File: config.mk
export PLATFORM = sky130hd
export DESIGN_NAME = cy_motion_ctrl
export DESIGN_NICKNAME = d
export VERILOG_FILES = /design/src/rtl/cy_motion_ctrl_pkg.sv /design/src/rtl/cy_motion_ctrl_anim_phase_counter.sv /design/src/rtl/cy_motion_ctrl.sv
export SDC_FILE = /design/constraint.sdc
export NUM_CORES = 1
export LEC_CHECK = 0
export ABC_CLOCK_PERIOD_IN_PS = 6000
export CORE_MARGIN = 2
export CORE_UTILIZATION = 45
export CTS_CLUSTER_SIZE = 28
export DETAILED_ROUTE_END_ITERATION = 12
export PLACE_DENSITY = 0.71
export SETUP_SLACK_MARGIN = 0.02
export SYNTH_ARGS = -nofsm -noshare
export SYNTH_HDL_FRONTEND = slang
export SYNTH_SLANG_ARGS = --single-unit
File: constraint.sdc
create_clock -name clk -period 6 [get_ports clk]
set_input_delay 1.2 -clock clk [delete_from_list [all_inputs] [get_ports clk]]
set_output_delay 1.2 -clock clk [all_outputs]
set_load 0.02 [all_outputs]
File: src/rtl/cy_motion_ctrl_pkg.sv
// Shared types and helpers for the CY sprite motion controller and its pixel selector:
// facing enum, sprite frame-index constants, frame lookup and clamped step arithmetic.
package cy_motion_ctrl_pkg;

   typedef enum logic [1:0] {
      FACE_DOWN  = 2'd0,
      FACE_UP    = 2'd1,
      FACE_LEFT  = 2'd2,
      FACE_RIGHT = 2'd3
   } facing_e;

   localparam logic [3:0] FRAME_FRONT_STAND  = 4'd0;
   localparam logic [3:0] FRAME_FRONT_WALK_L = 4'd1;
   localparam logic [3:0] FRAME_FRONT_WALK_R = 4'd2;
   localparam logic [3:0] FRAME_BACK_STAND   = 4'd3;
   localparam logic [3:0] FRAME_BACK_WALK_L  = 4'd4;
   localparam logic [3:0] FRAME_BACK_WALK_R  = 4'd5;
   localparam logic [3:0] FRAME_LEFT_STAND   = 4'd6;
   localparam logic [3:0] FRAME_LEFT_WALK    = 4'd7;
   localparam logic [3:0] FRAME_RIGHT_STAND  = 4'd8;
   localparam logic [3:0] FRAME_RIGHT_WALK   = 4'd9;

   localparam int POS_W = 11;

   // Even phases show the standing pose; odd phases alternate the walking poses.
   function automatic logic [3:0] frame_index(input facing_e facing, input logic [1:0] phase);
      logic [3:0] idx;
      idx = FRAME_FRONT_STAND;
      case (facing)
         FACE_DOWN: begin
            case (phase)
               2'd1:    idx = FRAME_FRONT_WALK_L;
               2'd3:    idx = FRAME_FRONT_WALK_R;
               default: idx = FRAME_FRONT_STAND;
            endcase
         end
         FACE_UP: begin
            case (phase)
               2'd1:    idx = FRAME_BACK_WALK_L;
               2'd3:    idx = FRAME_BACK_WALK_R;
               default: idx = FRAME_BACK_STAND;
            endcase
         end
         FACE_LEFT:  idx = phase[0] ? FRAME_LEFT_WALK  : FRAME_LEFT_STAND;
         FACE_RIGHT: idx = phase[0] ? FRAME_RIGHT_WALK : FRAME_RIGHT_STAND;
         default:    idx = FRAME_FRONT_STAND;
      endcase
      return idx;
   endfunction

   function automatic logic [POS_W-1:0] step_toward_min(input logic [POS_W-1:0] pos,
                                                         input logic [POS_W-1:0] min_pos,
                                                         input logic [POS_W-1:0] step);
      return (pos < min_pos + step) ? min_pos : pos - step;
   endfunction

   function automatic logic [POS_W-1:0] step_toward_max(input logic [POS_W-1:0] pos,
                                                         input logic [POS_W-1:0] max_pos,
                                                         input logic [POS_W-1:0] step);
      return (pos + step > max_pos) ? max_pos : pos + step;
   endfunction

endpackage

File: src/rtl/cy_motion_ctrl_anim_phase_counter.sv
// Walk-animation timebase: divider counting 0..ANIM_DIV-1 and a 2-bit phase that advances
// at terminal count. Exposes the next phase so the owner can register a frame in step with it.
module anim_phase_counter #(
   parameter int ANIM_DIV = 8
) (
   input  logic       clk,
   input  logic       rst,
   input  logic       en,
   input  logic       clear,
   output logic [1:0] phase_next
);

   localparam int DIV_W = (ANIM_DIV > 1) ? $clog2(ANIM_DIV) : 1;
   localparam logic [DIV_W-1:0] DIV_LAST = DIV_W'(ANIM_DIV - 1);

   logic [DIV_W-1:0] div_cnt;
   logic [DIV_W-1:0] div_next;
   logic [1:0]       phase;

   always_comb begin
      // NOTE: every variable gets a default up front so no branch can infer a latch.
      div_next   = div_cnt;
      phase_next = phase;
      if (clear) begin
         div_next   = '0;
         phase_next = 2'd0;
      end else if (en) begin
         if (div_cnt == DIV_LAST) begin
            div_next   = '0;
            phase_next = phase + 2'd1;
         end else begin
            div_next = div_cnt + 1'b1;
         end
      end
   end

   always_ff @(posedge clk) begin
      // NOTE: non-blocking assignments so every register samples pre-edge values.
      if (rst) begin
         div_cnt <= '0;
         phase   <= 2'd0;
      end else begin
         div_cnt <= div_next;
         phase   <= phase_next;
      end
   end

endmodule

File: src/rtl/cy_motion_ctrl.sv
// CY sprite motion controller: WASD keys -> clamped sprite position, facing and animation frame.
// Define CY_DIAGONAL_EN to let both axes move in one cycle; otherwise one axis per cycle (W > S > A > D).
module cy_motion_ctrl
   import cy_motion_ctrl_pkg::*;
#(
   parameter int STEP     = 2,
   parameter int H_MIN    = 0,
   parameter int H_MAX    = 620,
   parameter int V_MIN    = 0,
   parameter int V_MAX    = 460,
   parameter int H_INIT   = 310,
   parameter int V_INIT   = 230,
   parameter int ANIM_DIV = 8
) (
   input  logic       clk,
   input  logic       rst,
   input  logic       W_signal,
   input  logic       S_signal,
   input  logic       A_signal,
   input  logic       D_signal,
   output logic [9:0] pos_h,
   output logic [9:0] pos_v,
   output logic [3:0] pixel_idx_CY,
   output logic       moving
);

   localparam logic [POS_W-1:0] STEP_P  = POS_W'(STEP);
   localparam logic [POS_W-1:0] H_MIN_P = POS_W'(H_MIN);
   localparam logic [POS_W-1:0] H_MAX_P = POS_W'(H_MAX);
   localparam logic [POS_W-1:0] V_MIN_P = POS_W'(V_MIN);
   localparam logic [POS_W-1:0] V_MAX_P = POS_W'(V_MAX);

   facing_e          facing;
   facing_e          facing_next;
   logic             go_up, go_down, go_left, go_right;
   logic             v_active, h_active, move_h;
   logic             moving_next;
   logic [POS_W-1:0] pos_h_next, pos_v_next;
   logic [1:0]       phase_next;

   // Opposing keys on one axis cancel.
   assign go_up    = W_signal & ~S_signal;
   assign go_down  = S_signal & ~W_signal;
   assign go_left  = A_signal & ~D_signal;
   assign go_right = D_signal & ~A_signal;
   assign v_active = go_up | go_down;
   assign h_active = go_left | go_right;
   assign moving_next = v_active | h_active;

`ifdef CY_DIAGONAL_EN
   assign move_h = h_active;
`else
   assign move_h = h_active & ~v_active;
`endif

   always_comb begin
      pos_h_next  = {1'b0, pos_h};
      pos_v_next  = {1'b0, pos_v};
      facing_next = facing;

      if (go_up) begin
         pos_v_next  = step_toward_min({1'b0, pos_v}, V_MIN_P, STEP_P);
         facing_next = FACE_UP;
      end else if (go_down) begin
         pos_v_next  = step_toward_max({1'b0, pos_v}, V_MAX_P, STEP_P);
         facing_next = FACE_DOWN;
      end

      if (move_h) begin
         if (go_left) begin
            pos_h_next = step_toward_min({1'b0, pos_h}, H_MIN_P, STEP_P);
         end else begin
            pos_h_next = step_toward_max({1'b0, pos_h}, H_MAX_P, STEP_P);
         end
         // Vertical motion owns the facing when both axes move.
         if (!v_active) begin
            facing_next = go_left ? FACE_LEFT : FACE_RIGHT;
         end
      end
   end

   // Divider and phase keep running across facing changes; only standing still clears them.
   anim_phase_counter #(
      .ANIM_DIV (ANIM_DIV)
   ) u_anim_phase_counter (
      .clk        (clk),
      .rst        (rst),
      .en         (moving_next),
      .clear      (~moving_next),
      .phase_next (phase_next)
   );

   always_ff @(posedge clk) begin
      if (rst) begin
         pos_h        <= 10'(H_INIT);
         pos_v        <= 10'(V_INIT);
         facing       <= FACE_DOWN;
         moving       <= 1'b0;
         pixel_idx_CY <= FRAME_FRONT_STAND;
      end else begin
         pos_h        <= pos_h_next[9:0];
         pos_v        <= pos_v_next[9:0];
         facing       <= facing_next;
         moving       <= moving_next;
         pixel_idx_CY <= frame_index(facing_next, phase_next);
      end
   end

endmodule

## After elaboration in Yosys (flattened, before gate mapping)

Index checks and enable logic that the tools add are counted.

| operators by class | value |
|---|---|
| $add $sub $neg | 6 |
| muxes and demuxes | 19 |
| bitwise operators | 14 |
| order comparisons | 4 |
| equality and inequality tests | 6 |
| reductions and logical operators | 3 |

Operator list:

| operator | number |
|---|---|
| $mux 10 | 7 |
| $add 10x2->11 const B | 2 |
| $lt 10x2->1 const B | 2 |
| $sub 10x2->10 const B | 2 |
| $pmux 4 s4 | 1 |
| $mux 2 | 6 |
| $gt 11x10->1 const B | 1 |
| $gt 11x9->1 const B | 1 |
| $eq 2x2->1 const B | 3 |
| $not 1->1 | 6 |
| $pmux 3 s2 | 1 |
| $and 1x1->1 | 5 |
| $eq 2x1->1 const B | 2 |
| $pmux 2 s2 | 1 |
| $add 3x1->3 const B | 1 |
| $eq 3x3->1 const B | 1 |
| $mux 1 | 3 |
| $or 1x1->1 | 3 |
| $reduce_or 3->1 | 1 |
| $add 2x1->2 const B | 1 |
| $logic_not 2->1 | 1 |
| $reduce_bool 2->1 | 1 |

| storage, ports and cells | value |
|---|---|
| bits of input ports | 6 |
| register bits | 32 |

## Depth between registers and ports, before layout

Gate-level depths: netlist (run 1).

| logic depth | value |
|---|---|
| depth in word-level cells | 8 |
| mapped depth | 9 |
| mapped depth without buffers | 7 |

## Cells and area by module

From an unflattened synthesis (run 1), not the netlist that was laid out.

| unflattened totals | value |
|---|---|
| cell total of the unflattened synthesis | 319 |
| area, all modules | 2,459.9 um^2 |

Modules (own cells, without submodules):

| module | times used | cells each | area each (um^2) |
|---|---|---|---|
| cy_motion_ctrl | 1 | 292 | 2,185.8 |
| anim_phase_counter | 1 | 27 | 274.0 |

## Least setup slack after synthesis (run 1)

Ideal clock, no wire load.

| timing path | value |
|---|---|
| path kind | input to register |
| start point | input port W_signal |
| end point | register pos_h[4] |
| arrival time | 2,709 ps |
| setup slack | 3,157 ps |
| path buffers | 2 |
| cell stages on the path | 8 |
| cell sequence | inv_1 ha_1 clkbuf_1 nor2b_1 clkbuf_1 o21ai_0 a211oi_1 o31ai_1 |

| on the way | value |
|---|---|
| word-level cells in the longest chain between the ends | 5 |
| elaborated cells on any way between the ends | 6 |

RTL lines:

| item | line | text |
|---|---|---|
| start: declaration | cy_motion_ctrl.sv:17 | `input logic W_signal,` |
| $not 1->1 | cy_motion_ctrl.sv:43 | `assign go_down = S_signal & ~W_signal;` |
| $and 1x1->1 | cy_motion_ctrl.sv:43 |  |
| $or 1x1->1 * | cy_motion_ctrl.sv:46 | `assign v_active = go_up \| go_down;` |
| $not 1->1 * | cy_motion_ctrl.sv:53 | `assign move_h = h_active & ~v_active;` |
| $and 1x1->1 * | cy_motion_ctrl.sv:53 |  |
| end signal: assignment | cy_motion_ctrl.sv:95 | `pos_h <= 10'(H_INIT);` |
| end signal: assignment | cy_motion_ctrl.sv:101 | `pos_h <= pos_h_next[9:0];` |
| end: declaration | cy_motion_ctrl.sv:21 | `output logic [9:0] pos_h,` |

Mark *: on every way between the ends. The rest lies on a longest branch, timed or not.
A chain may end at the register's enable or synchronous reset.

## Final worst setup path (run 1)

| timing path | value |
|---|---|
| start point | input port W_signal |
| end point | register pixel_idx_CY[0] |

| on the way | value |
|---|---|
| word-level cells in the longest chain between the ends | 8 |
| elaborated cells on any way between the ends | 23 |

RTL lines:

| item | line | text |
|---|---|---|
| $not 1->1 | cy_motion_ctrl.sv:43 |  |
| $and 1x1->1 | cy_motion_ctrl.sv:43 |  |
| $or 1x1->1 / $mux 2 (equally long branches) | cy_motion_ctrl.sv:46, cy_motion_ctrl.sv:64 |  |
| $or 1x1->1, or another cell as far along | cy_motion_ctrl.sv:48 | `assign moving_next = v_active \| h_active;` |
| $mux 2, or another cell as far along | cy_motion_ctrl_anim_phase_counter.sv:24 | `if (clear) begin` |
| $eq 2x2->1, or another cell as far along | cy_motion_ctrl_pkg.sv:31, cy_motion_ctrl_pkg.sv:38 |  |
| $pmux 3 s2, or another cell as far along | cy_motion_ctrl_pkg.sv:38 | `case (phase)` |
| $pmux 4 s4 * | cy_motion_ctrl_pkg.sv:29 | `case (facing)` |
| end signal: assignment | cy_motion_ctrl.sv:105 | `pixel_idx_CY <= frame_index(facing_next, phase_next);` |
| end: declaration | cy_motion_ctrl.sv:23 | `output logic [3:0] pixel_idx_CY,` |

Marks and branches as above.

==> results of run 1 <==
-- worst reg2reg max path, stage by stage (launching register included) --
cell	delay (ps)
sky130_fd_sc_hd__dfxtp_1	610
sky130_fd_sc_hd__ha_1	370
sky130_fd_sc_hd__and4_1	420
sky130_fd_sc_hd__o2111ai_1	230
sky130_fd_sc_hd__and3_1	260
sky130_fd_sc_hd__o21ai_0	230
sky130_fd_sc_hd__a21oi_1	100
-- cells in the mapped netlist, drive strengths merged (4+ instances only) --
cell type	number	share of area [%]
nand2	21	3.1
or3b	4	1.4
or3	6	1.7
nand3	13	2.7
inv	15	2.2
nor2	28	4.1
xor2	4	1.4
o31ai	8	3.4
nand4	4	0.98
ha	9	4.4
o22ai	5	1.2
nor3	14	2.7
and2	4	0.98
buf	10	2.4
dfxtp	30	23
a31oi	4	0.98
a21oi	21	4.1
clkbuf	20	3.9
o21ai	22	4.3
and3	4	0.98
o211ai	4	1.2
nor4	7	2.3
and4	5	1.8
-- stage by stage --
stage          area, sq um  setup WS (ps)
4_1_cts               2870           2340
3_5_place_dp          2770           2040
3_3_place_gp          2770           2110
6_report              2870           2310
5_1_grt               2870           2110
2_1_floorplan         2560           3160
-- final cells by class --
cell class,count,area (sq um),share of cell area (%)
Clock buffer,6,82.6,2.88
Multi-Input combinational cell,259,1740,60.7
Tap cell,72,90.1,3.14
Timing Repair Buffer,28,280,9.77
Sequential cell,30,601,20.9
Inverter,16,60.1,2.09
Clock inverter,2,12.5,0.436
-- layer usage --
| layer | global-route usage (%) | vias up |
|---|---|---|
| met5 | 0 | - |
| met4 | 8.79 | 0 |
| met3 | 3.73 | 11 |
| met2 | 33.2 | 111 |
| met1 | 29.9 | 1197 |
| li1 | - | 1268 |
-- worst paths after layout --
| check | startpoint | to | cells past startpoint |
|---|---|---|---|
| hold / removal | u_anim_phase_counter.div_cnt[0] | u_anim_phase_counter.div_cnt[0] | 1 |
| setup / recovery | W_signal | pixel_idx_CY[0] | 8 |
| setup reg to reg | pos_h[1] | pos_h[9] | 6 |
| hold reg to reg | u_anim_phase_counter.div_cnt[0] | u_anim_phase_counter.div_cnt[0] | 1 |
-- sequential cells by signal, summed over array words and instances, names as in the netlist --
name and flops:
facing 2, u_anim_phase_counter.div_cnt 3, pos_v 9, pos_h 9
u_anim_phase_counter.phase 2, pixel_idx_CY 4, moving 1
-- logic make-up after synthesis --
logic type,count (synthesis),synth area share (%)
muxes,2,0.831
adders and majority gates,9,4.40
other,1,0.146
AOI/OAI and AO/OA,108,30.7
xor gates and xnor gates,7,2.39
DFF,30,23.5
buffers and inverters,46,8.65
and+or+nand+nor,131,29.4
-- power groups by stage --
stage               Sequential [mW]  Clock (mW)  Combinational, mW
CTS                           0.252       0.179              0.202
floorplan                     0.249           0              0.152
finish                        0.254       0.172              0.203
global route                  0.257       0.185              0.224
global placement              0.256           0              0.199
detailed placement            0.256           0              0.200
==> implementation parameters, run 1 <==
Parameter                              Value

Timing
  Period utilisation layout ... roughly three fifths
  Setup skew after layout ... between 9 and 10 ps
  Unrepaired setup endpoints after global routing ... false
  Endpoints failing setup ... 0
  Total count of max-transition violations in the final report ... 0
  Worst hold-check slack ... 423 ps
  Worst Tran Pin Value ... between 900 and 1000 ps
  Accumulated negative setup slack ... 0 ps
  Relative slew slack ... around 40%
  Final count of hold timing violations ... 0
  Top achievable clock speed ... between 0.2 and 0.3 GHz
  Final critical-path required period ... ~3700 ps

Drt
  Total wire length ... between 6000 and 7000 um
  Met1 layer wirelength in the final routing ... just over 3000 um
  DRC violations left ... 0
  Met2 wirelength from detailed routing ... roughly 2900 um
  WL per Instance ... about 16 um
  Top layer reached by signal wires ... met4
  Iteration-0 DRC Markers ... ~250
  Number of nets with antenna violations after detailed routing ... 0
  Total met3 wirelength after detailed routing ... 431 um
  First-pass DRT Iterations ... 5
  Via density per instance ... around 6.3
  Vias after detailed routing ... between 2000 and 3000

Global routing
  Initial antenna violation count ... 0
  Via count of the first global-routing pass ... between 2000 and 2500
  Overflow after GRT ... 0
  Largest net degree at the start of global routing ... 23
  Global-route usage over all layers ... approximately 22%
  Global-route wire length before repair ... approximately 11000 um

Cells and area
  Leading cell type in the layout, fill and taps excluded ... sky130_fd_sc_hd__dfxtp_1
  Ratio of cells with drive above 1 in the final layout ... under 10%
  Layout overhead on the synthesized area ... 12.0%
  Antenna fix cells ... 0
  Final std cells w/o fill ... around 410
  # fillers ... around 540
  End-of-flow core utilization ... a little over half
  Most frequent cells in the layout ... sky130_fd_sc_hd__dfxtp_1 (30), sky130_fd_sc_hd__nor2_1 (28), sky130_fd_sc_hd__clkdlybuf4s50_1 (28)
  Number of nets in the layout ... approximately 360

Power and ir drop
  Sequential cell fraction of total power ... between 40% and 50%
  Overall power ... approximately 630 uW
  Static power due to leakage ... between 1 and 1.5 nW
  Cell Int Power ... roughly 400 uW
  Switching power ... between 200 and 250 uW
  Combinational share of power ... 32.3%
  Fraction of power spent switching nets ... between 30% and 40%
  Clk network pwr share ... ~27%
  IR Drop Worst-Case VDD ... around 0.17 mV
  Power density over the cells ... around 220 nW/um^2

Floorplan
  Die area ... roughly 6300 sq um
  Chip Height ... roughly 79 um
  Initial cell density of the core ... between 40% and 50%
  Number of primary I/O pins ... 31
  Die W ... approximately 79 um
  Std-Cell Core Area ... between 5000 and 6000 sq um
  Total number of placement rows ... 27

Yosys
  Synthesized flop and latch total ... 30
  Ys flop type ... sky130_fd_sc_hd__dfxtp_1
  Warnings, synthesis ... 0
  Post-synthesis cell type count ... 80
  Mean instance size in the synthesized netlist ... ~7.7 sq um
  Total standard cell area after synthesis ... ~2600 sq um
  Post-synthesis cell count ... ~330
  Sequential fraction of the synthesis area ... around a quarter
  Number of flops mapped to enable cells by yosys ... 0
  Asr flop ratio synth ... 0%

Clocking
  Clk Tree Root Cell ... sky130_fd_sc_hd__clkbuf_8
  Worst skew pair latency ... 290 ps
  Post-CTS setup repair buffer count ... 0
  Sink Count ... 30
  Number of gates given a new drive strength after cts ... 0
  Maximum buffer depth of the clock tree ... 2
  Hold buffer count at CTS ... 0
  CTS Buf Count ... 5
  H-Tree Depth ... 2
  CTS tree ... done
  Register clock-pin slew on the reported worst setup and hold paths ... around 60 ps

Setup path
  Worst reg2reg setup slack ... between 3000 and 4000 ps
  Family with the most delay on the worst path ... simple AND/OR/NAND/NOR gates
  Nature of the critical path endpoint ... flop
  Crit path launch type ... primary input
  Crit path buffers/inverters ... 2
  Max FO, Critical Path ... 18
  Delay of the slowest cell on the worst path ... ~790 ps
  Library cell contributing the largest single delay on the critical path ... sky130_fd_sc_hd__nor2b_1
  Critical path type ... primary input to flop
  Required time worst endpoint ... roughly 6100 ps
  Chain of cells forming the critical path ... clkdlybuf4s50_1 > inv_1 > ha_1 > nor2b_1 > o31ai_1 > a21oi_1 > a2bb2oi_1 > nor2_1
  Arrival time at the worst endpoint ... roughly 3800 ps

Place
  Final weighted congestion in routability-driven placement ... around 0.9
  Detailed placer's ending HPWL ... ~4500 um
  Placed cell count ... 405
  Port buffer count ... 28

Run
  Number of max-cap violations ... 0

Run status
  Status ... completed

Worst hold path
  Worst hold path class ... flop to flop
No activity file was read; power rests on OpenSTA's default activity.
==> run 2, diff against run 1 <==
ABC_CLOCK_PERIOD_IN_PS = 3130   (was 6000)
PLACE_DENSITY = 0.73   (was 0.71)
clock period = 3.13 ns   (was 6 ns; I/O delays follow)
==> run 2 against run 1 <==
Effect of this change:
- non-clock buffer count increased by 6
- highest routed layer unchanged
- count of clock-buffer cells in the layout decreased by 1
- routed wire length increased by 1.5%
- setup slack got worse by 1600 ps
- critical path depth decreased by 1
==> implementation parameters, run 2 (synthesis results as in run 1) <==
Parameter                              Value

Clocking
  Hold buffer count at CTS ... 0
  Worst skew pair latency ... between 200 and 300 ps
  Register clock-pin slew on the reported worst setup and hold paths ... 70 ps
  H-Tree Depth ... 2
  CTS tree ... done
  CTS Buf Count ... 5
  Maximum buffer depth of the clock tree ... 2
  Sink Count ... 30
  Number of gates given a new drive strength after cts ... 0
  Clk Tree Root Cell ... sky130_fd_sc_hd__clkbuf_8
  Post-CTS setup repair buffer count ... 0

Timing
  Final critical-path required period ... roughly 2500 ps
  Top achievable clock speed ... approximately 0.41 GHz
  Final count of hold timing violations ... 0
  Unrepaired setup endpoints after global routing ... false
  Total count of max-transition violations in the final report ... 0
  Endpoints failing setup ... 0
  Relative slew slack ... 62.0%
  Period utilisation layout ... ~79%
  Worst Tran Pin Value ... 569 ps
  Worst-case setup margin in the final layout ... roughly 660 ps
  Setup skew after layout ... 8.83 ps
  Accumulated negative setup slack ... 0 ps

Worst hold path
  Worst hold path class ... flop to flop

Setup path
  Critical path type ... flop to flop
  Max FO, Critical Path ... 10
  Worst reg2reg setup slack ... about 660 ps
  Arrival time at the worst endpoint ... roughly 2700 ps
  Nature of the critical path endpoint ... flop
  Crit path launch type ... flop
  Required time worst endpoint ... ~3300 ps

Place
  Port buffer count ... 28
  Detailed placer's ending HPWL ... roughly 4500 um
  Minimum setup slack after placement ... about 400 ps
  Placed cell count ... ~410
  Final weighted congestion in routability-driven placement ... 0.916

Power and ir drop
  Combinational share of power ... between 30% and 40%
  Cell Int Power ... about 820 uW
  IR Drop Worst-Case VDD ... roughly 0.34 mV
  Switching power ... ~440 uW
  Static power due to leakage ... about 1.1 nW
  Clk network pwr share ... between 30% and 40%
  Fraction of power spent switching nets ... between 30% and 40%
  Power density over the cells ... approximately 430 nW/um^2
  Overall power ... roughly 1.3 mW
  Sequential cell fraction of total power ... between 30% and 40%

Cells and area
  Leading cell type in the layout, fill and taps excluded ... sky130_fd_sc_hd__dfxtp_1
  # fillers ... ~520
  Most frequent cells in the layout ... sky130_fd_sc_hd__dfxtp_1 (30), sky130_fd_sc_hd__nor2_1 (28), sky130_fd_sc_hd__clkdlybuf4s50_1 (28)
  Final std cells w/o fill ... between 400 and 500
  Layout overhead on the synthesized area ... 14.3%
  Number of nets in the layout ... between 300 and 400
  Regs by FF count ... pos_h: 9 flops, pos_v: 9 flops, pixel_idx_CY: 4 flops
  Antenna fix cells ... 0
  Ratio of cells with drive above 1 in the final layout ... between 10% and 20%

Floorplan
  Die W ... roughly 79 um
  Total number of placement rows ... 27
  Number of primary I/O pins ... 31
  Die area ... between 6000 and 7000 sq um
  Std-Cell Core Area ... roughly 5500 sq um
  Initial cell density of the core ... 46.5%
  Chip Height ... ~80 um

Global routing
  Global-route wire length before repair ... between 10000 and 15000 um
  Global-route usage over all layers ... 21.8%
  Via count of the first global-routing pass ... around 2400
  Overflow after GRT ... 0
  Largest net degree at the start of global routing ... 20
  Initial antenna violation count ... 0

Drt
  Vias after detailed routing ... roughly 2600
  Total wire length ... 6570 um
  First-pass DRT Iterations ... 5
  DRC violations left ... 0
  Number of nets with antenna violations after detailed routing ... 0
  Iteration-0 DRC Markers ... approximately 200
  Via density per instance ... approximately 6.3
  WL per Instance ... between 15 and 20 um

Run
  Number of max-cap violations ... 0

Run status
  Status ... completed
-- run 2: per-layer routing --
metal | routed length (um) | part of all wire [%] | vias up | GRT usage, %
met4 | 118 | 1.8 | 0 | 9.48
met1 | 2950 | 45 | 1225 | 27.5
met3 | 383 | 5.8 | 14 | 4.30
li1 | - | - | 1280 | -
met2 | 3120 | 48 | 104 | 35.8
met5 | 0 | 0 | - | 0
-- run 2: stage by stage --
step | area, sq um | hold WS, ps | utilization, %
after detailed placement | 2820 | 429 | 51.2
after floorplan | 2560 | 404 | -
after global placement | 2820 | 419 | 51.2
after global routing | 2930 | 460 | 53.1
final | 2930 | 432 | 53.1
after CTS | 2930 | 438 | 53.1
-- run 2: final timing paths --
| kind | startpoint | end | cells after the start |
|---|---|---|---|
| worst max-delay path | pos_v[1] | pos_v[5] | 7 |
| worst min-delay path | u_anim_phase_counter.div_cnt[0] | u_anim_phase_counter.div_cnt[0] | 1 |
| worst max register to register | pos_v[1] | pos_v[5] | 7 |
| worst min register to register | u_anim_phase_counter.div_cnt[0] | u_anim_phase_counter.div_cnt[0] | 1 |
-- run 2: power groups by stage --
| stage | combinational (mW) | clock [mW] | sequential [mW] |
|---|---|---|---|
| 2_1_floorplan | 0.292 | 0 | 0.478 |
| 3_3_place_gp | 0.388 | 0 | 0.492 |
| 3_5_place_dp | 0.392 | 0 | 0.492 |
| 4_1_cts | 0.394 | 0.396 | 0.484 |
| 5_1_grt | 0.436 | 0.411 | 0.494 |
| 6_report | 0.396 | 0.386 | 0.486 |
-- run 2: final cells by class --
class | count | area [sq um] | area share (%)
clock buffers | 5 | 68.8 | 2.35
clock inverters | 3 | 40.0 | 1.37
inverters | 16 | 60.1 | 2.05
multi-input cells | 259 | 1740 | 59.5
flip-flops and latches | 30 | 601 | 20.5
well taps | 72 | 90.1 | 3.08
repair buffers | 34 | 325 | 11.1
-- run 2: worst max-delay path: stages, from the launching register on --
cell and delay (ps):
sky130_fd_sc_hd__dfxtp_1 540, sky130_fd_sc_hd__inv_1 160, sky130_fd_sc_hd__ha_1 350, sky130_fd_sc_hd__or3b_2 200, sky130_fd_sc_hd__o22ai_1 60, sky130_fd_sc_hd__a221o_2 470
sky130_fd_sc_hd__a211oi_2 380, sky130_fd_sc_hd__a2bb2oi_1 230
